<file path="src/rtl/sp_ram_ctrl_pkg.sv">
// rtl/sp_ram_ctrl_pkg.sv - shared state encoding and timing constants for sp_ram_ctrl
package sp_ram_ctrl_pkg;

  typedef enum logic [2:0] {
    IDLE  = 3'd0,
    WR    = 3'd1,
    RD    = 3'd2,
    RWAIT = 3'd3,
    RSP   = 3'd4,
    INIT  = 3'd5
  } state_t;

  // Edges from request accept to rsp_valid visible, accept edge included.
  localparam int READ_LATENCY = 3;

endpackage

</file>
<file path="src/rtl/sp_ram_ctrl.sv">
// rtl/sp_ram_ctrl.sv - request/response front-end for sp_ram; RAM_INIT_EN adds a zero-fill pass after reset
module sp_ram_ctrl
  import sp_ram_ctrl_pkg::*;
#(
  parameter int DATA = 4,
  parameter int ADDR = 2
) (
  input  logic            clk,
  input  logic            rst,
  input  logic            req_valid,
  output logic            req_ready,
  input  logic            req_write,
  input  logic [ADDR-1:0] req_addr,
  input  logic [DATA-1:0] req_wdata,
  output logic            rsp_valid,
  input  logic            rsp_ready,
  output logic [DATA-1:0] rsp_rdata,
  output logic            busy,
  output logic            ram_we,
  output logic            ram_re,
  output logic [ADDR-1:0] ram_addr,
  output logic [DATA-1:0] ram_wdata,
  input  logic [DATA-1:0] ram_rdata
);

`ifdef RAM_INIT_EN
  localparam state_t RESET_STATE = INIT;
  logic [ADDR-1:0] init_cnt;
`else
  localparam state_t RESET_STATE = IDLE;
`endif

  state_t          state, state_nx;
  logic            we_q, we_d, re_q, re_d;
  logic [ADDR-1:0] addr_q, addr_d;
  logic [DATA-1:0] wdata_q, wdata_d;
  logic            rv_q, rv_d;
  logic [DATA-1:0] rdata_q, rdata_d;

  always_ff @(posedge clk) begin
    if (rst) begin
      state   <= RESET_STATE;
      we_q    <= 1'b0;
      re_q    <= 1'b0;
      addr_q  <= '0;
      wdata_q <= '0;
      rv_q    <= 1'b0;
      rdata_q <= '0;
    end else begin
      state   <= state_nx;
      we_q    <= we_d;
      re_q    <= re_d;
      addr_q  <= addr_d;
      wdata_q <= wdata_d;
      rv_q    <= rv_d;
      rdata_q <= rdata_d;
    end
  end

`ifdef RAM_INIT_EN
  always_ff @(posedge clk) begin
    if (rst)                init_cnt <= '0;
    else if (state == INIT) init_cnt <= init_cnt + 1'b1;
  end
`endif

  always_comb begin
    state_nx = state;
    unique case (state)
      IDLE:    if (req_valid) state_nx = req_write ? WR : RD;
      WR:      state_nx = IDLE;
      RD:      state_nx = RWAIT;
      RWAIT:   state_nx = RSP;
      RSP:     if (rsp_ready) state_nx = IDLE;
`ifdef RAM_INIT_EN
      INIT:    if (init_cnt == '1) state_nx = IDLE;
`endif
      default: state_nx = IDLE;
    endcase
  end

  // Next values of the registered outputs; we/re default low so each is a one-cycle pulse.
  always_comb begin
    we_d    = 1'b0;
    re_d    = 1'b0;
    addr_d  = addr_q;
    wdata_d = wdata_q;
    rv_d    = rv_q;
    rdata_d = rdata_q;
    unique case (state)
      IDLE: if (req_valid) begin
        addr_d  = req_addr;
        wdata_d = req_wdata;
        we_d    = req_write;
        re_d    = !req_write;
      end
      RWAIT: begin
        rv_d    = 1'b1;
        rdata_d = ram_rdata;
      end
      RSP: if (rsp_ready) rv_d = 1'b0;
      default: ;
    endcase
  end

  assign req_ready = (state == IDLE);
  assign busy      = (state != IDLE);
  assign ram_re    = re_q;
  assign rsp_valid = rv_q;
  assign rsp_rdata = rdata_q;

`ifdef RAM_INIT_EN
  // The zero-fill pass overrides the write port while the counter sweeps the array.
  assign ram_we    = we_q | (state == INIT);
  assign ram_addr  = (state == INIT) ? init_cnt : addr_q;
  assign ram_wdata = (state == INIT) ? '0 : wdata_q;
`else
  assign ram_we    = we_q;
  assign ram_addr  = addr_q;
  assign ram_wdata = wdata_q;
`endif

endmodule

</file>
<file path="config.mk">
export PLATFORM = sky130hd
export DESIGN_NAME = sp_ram_ctrl
export DESIGN_NICKNAME = d
export VERILOG_FILES = /design/src/rtl/sp_ram_ctrl_pkg.sv /design/src/rtl/sp_ram_ctrl.sv
export SDC_FILE = /design/constraint.sdc
export NUM_CORES = 1
export LEC_CHECK = 0
export ABC_AREA = 1
export CAP_MARGIN = 20
export CORE_MARGIN = 3
export CORE_UTILIZATION = 45
export CTS_BUF_LIST = sky130_fd_sc_hd__clkbuf_2
export DETAILED_ROUTE_END_ITERATION = 8
export PLACE_DENSITY_LB_ADDON = 0.05
export SYNTH_ARGS = -nofsm -noshare
export SYNTH_HDL_FRONTEND = slang
export SYNTH_SLANG_ARGS = --single-unit
</file>
<file path="constraint.sdc">
create_clock -name clk -period 1.5 [get_ports clk]
set_input_delay 0.3 -clock clk [delete_from_list [all_inputs] [get_ports clk]]
set_output_delay 0.3 -clock clk [all_outputs]
set_load 0.02 [all_outputs]
</file>
==> flow_summary.json, run 1 <==
{
  "status": "finished, final reports clean",
  "fin_worst_hold_slack_ns": 0.487,
  "post-dp-hpwl_um": 1050,
  "biggest_cell_delay_along_the_critical_path_ns": 0.37,
  "drt-wirelength-per-cell_um": 9.86,
  "die-width_um": 44.3,
  "clockRootBuffer": "sky130_fd_sc_hd__clkbuf_2",
  "synth-edff-count": 0,
  "hold_path_class": "reg -> reg",
  "port_buffers": 29,
  "report.final.setup_viol": 0,
  "clockBufferDepth": 2,
  "dr.first_iter.drc_count": 6,
  "worst-endpoint-required_ns": 1.20,
  "drive_above_1_share_pct": 8.87,
  "critical_path_buf_inv_count": 2,
  "worst_slew_pin_slew_ns": 0.325,
  "synthArstFlopShare_pct": 0,
  "slew_viol_final": 0,
  "floorplan.die.height_um": 44.3,
  "reg2reg_setup_slack_ns": 0.32,
  "diodes": 0,
  "cts_buffers": 3,
  "yosys_register_bits": 16,
  "critical_path.slowest_cell": "sky130_fd_sc_hd__dfxtp_1",
  "post-synth-top-area-cell": "sky130_fd_sc_hd__dfxtp_1",
  "arrival_time_of_data_at_the_critical_path_endpoint_ns": 1.04,
  "timing.critical_path.max_delay_family": "flip-flops",
  "timing.final.crit_share_pct": 89.4,
  "ys_top_cells_by_count": "24 x sky130_fd_sc_hd__nor2_1, 17 x sky130_fd_sc_hd__nand2_1, 16 x sky130_fd_sc_hd__dfxtp_1, 12 x sky130_fd_sc_hd__inv_1, 7 x sky130_fd_sc_hd__nand3_1",
  "fin_tns_setup_ns": 0,
  "synth.top_cell.area_share_pct": 48.6,
  "clk_latency_worst_skew_pair_ns": 0.28,
  "post_dp_cell_area_um2": 966,
  "grt_max_degree": 15,
  "number_of_levels_the_h_tree_was_split_into": 1,
  "pin_count": 30,
  "drv_cap": 0,
  "num_rows": 13,
  "synth-seq-area-share_pct": 48.6,
  "synth_area_um2": 659,
  "start_util_pct": 49.4,
  "synth.net_count": 105,
  "synth.distinct_cells": 14,
  "tritoncts_num_sinks": 16,
  "hold_buffers": 0,
  "antenna_found_initial": 0,
  "synth_area_leaders": "sky130_fd_sc_hd__dfxtp_1 49%, sky130_fd_sc_hd__nor2_1 14%, sky130_fd_sc_hd__nand2_1 9.7%",
  "synthMostInstantiatedCell": "sky130_fd_sc_hd__nor2_1",
  "drc_violations_left": 0,
  "post_cts_repair_resize_count": 16,
  "power_per_cell_area_nw_per_um2": 1150,
  "synth-main-ff-cell": "sky130_fd_sc_hd__dfxtp_1",
  "fin_crit_period_ns": 1.34,
  "crit_path_cell_trace": "nor2_4 -> nand2_1 -> inv_1 -> clkbuf_2",
  "crit_path_end_kind": "output port",
  "yosys_warnings": 0,
  "globalRouteOverflowTotal": 0,
  "firstDrtPassIters": 2,
  "placeableCoreArea_um2": 1330,
  "final_area_um2": 958,
  "p_leak_nw": 0.507,
  "clock_tree_from_tritoncts": "built",
  "maxClockFrequency_mhz": 746,
  "peakVddDrop_v": 0.000740,
  "finalWirelength_um": 1370,
  "first_global_vias": 589,
  "worst_slew_margin_rel_pct": 78.3,
  "avgSynthCellArea_um2": 7.33,
  "grtUsageTotal_pct": 16.6,
  "dr_total_vias": 644,
  "layout-area-overhead-vs-synth_pct": 45.4,
  "postCtsSetupRepairBufs": 0,
  "grt_setup_unrepaired": "false",
  "crit_fanout": 3,
  "clock-skew-final_ns": 0.00842,
  "placer_congestion": 0.792,
  "dieArea_um2": 1960,
  "detail-route-antenna-nets": 0,
  "criticalPathCategory": "reg -> out",
  "global_route_wire_length_before_repair_um": 2340,
  "clk_pin_slew_worst_paths_ns": 0.15,
  "fin_nets": 140,
  "startpoint_type": "register",
  "drt-vias-per-instance": 4.63,
  "synthCells": 90,
  "final-hold-violation-count": 0
}
report_power, final:
group          internal [W]  switching, W  total (W)
combinational      0.000169      0.000235   0.000404
clock             0.0000579      0.000131   0.000189
sequential         0.000481     0.0000323   0.000513
total              0.000708      0.000398    0.00111
worst reg2reg max path, cell delays in order (launching register included):
cell and delay, ns:
sky130_fd_sc_hd__dfxtp_1 0.41, sky130_fd_sc_hd__inv_2 0.05, sky130_fd_sc_hd__buf_4 0.15, sky130_fd_sc_hd__nand3_1 0.20
sky130_fd_sc_hd__inv_1 0.13, sky130_fd_sc_hd__nor2_1 0.11, sky130_fd_sc_hd__nor2_1 0.05
sequential cells by signal, indices dropped and copies added, names as in the netlist:
register,count
rsp_valid,1
ram_wdata,4
rsp_rdata,4
ram_we,1
ram_addr,2
state,3
ram_re,1
metal layers:
layer / global-route usage, % / share of wire, % / vias to the layer above
met2: 26.2 / 45 / 22
met1: 19.3 / 45 / 272
met4: 12.7 / 2.3 / 0
li1: - / - / 346
met5: 0 / 0 / -
met3: 4.07 / 7.3 / 4
metrics by stage:
stage / total power (W) / setup WS, ns / std cells / utilization [%]
floorplan: 0.000790 / 0.317 / 90 / -
global placement: 0.000971 / 0.0758 / 135 / 72.4
finish: 0.00111 / 0.159 / 139 / 71.9
detailed placement: 0.000981 / 0.0504 / 135 / 72.4
CTS: 0.00113 / 0.00166 / 139 / 72.5
global route: 0.00119 / 0.0546 / 139 / 71.9
path summary, 6_finish.rpt:
kind,startpoint,end,cells past startpoint
hold reg to reg,rsp_valid,rsp_valid,2
hold / removal,rsp_valid,rsp_valid,2
setup reg to reg,state[2],rsp_rdata[3],6
setup / recovery,state[1],req_ready,4
layout make-up:
| class | count | area, µm² |
|---|---|---|
| Tap cell | 15 | 18.8 |
| Multi-Input combinational cell | 59 | 265 |
| Fill cell | 120 | 375 |
| Timing Repair Buffer | 32 | 287 |
| Sequential cell | 16 | 320 |
| Clock buffer | 3 | 15.0 |
| Clock inverter | 1 | 3.75 |
| Inverter | 13 | 48.8 |
kinds of logic (layout without fill, tap and decap cells):
group / Yosys count / count (layout) / share of synthesized area, %
AOI/OAI and AO/OA: 6 / 6 / 4.55
buffers and inverters: 15 / 49 / 11.2
DFF: 16 / 16 / 48.6
and+or+nand+nor: 53 / 53 / 35.7
placed cells by master, fill, tap and decap left out, types with 2 or more instances in the layout:
cell                              count
sky130_fd_sc_hd__nor2_1              24
sky130_fd_sc_hd__dlygate4sd2_1       13
sky130_fd_sc_hd__o21ai_0              4
sky130_fd_sc_hd__nor3_1               2
sky130_fd_sc_hd__buf_4                3
sky130_fd_sc_hd__dfxtp_1             16
sky130_fd_sc_hd__nand2_1             17
sky130_fd_sc_hd__clkdlybuf4s50_1     14
sky130_fd_sc_hd__nand3_1              7
sky130_fd_sc_hd__a21oi_1              2
sky130_fd_sc_hd__clkbuf_2             5
sky130_fd_sc_hd__inv_1               12
No activity file was read; power rests on OpenSTA's default activity.
==> run 2, diff against run 1 <==
Settings changed: CTS_CLUSTER_DIAMETER set to 30, SKIP_LAST_GASP set to 1.
==> results of run 2 <==
Same layout as run 1: the final DEF is identical, and so are final timing and power.
Among the figures that moved: number of gates resized after CTS 16 -> 15
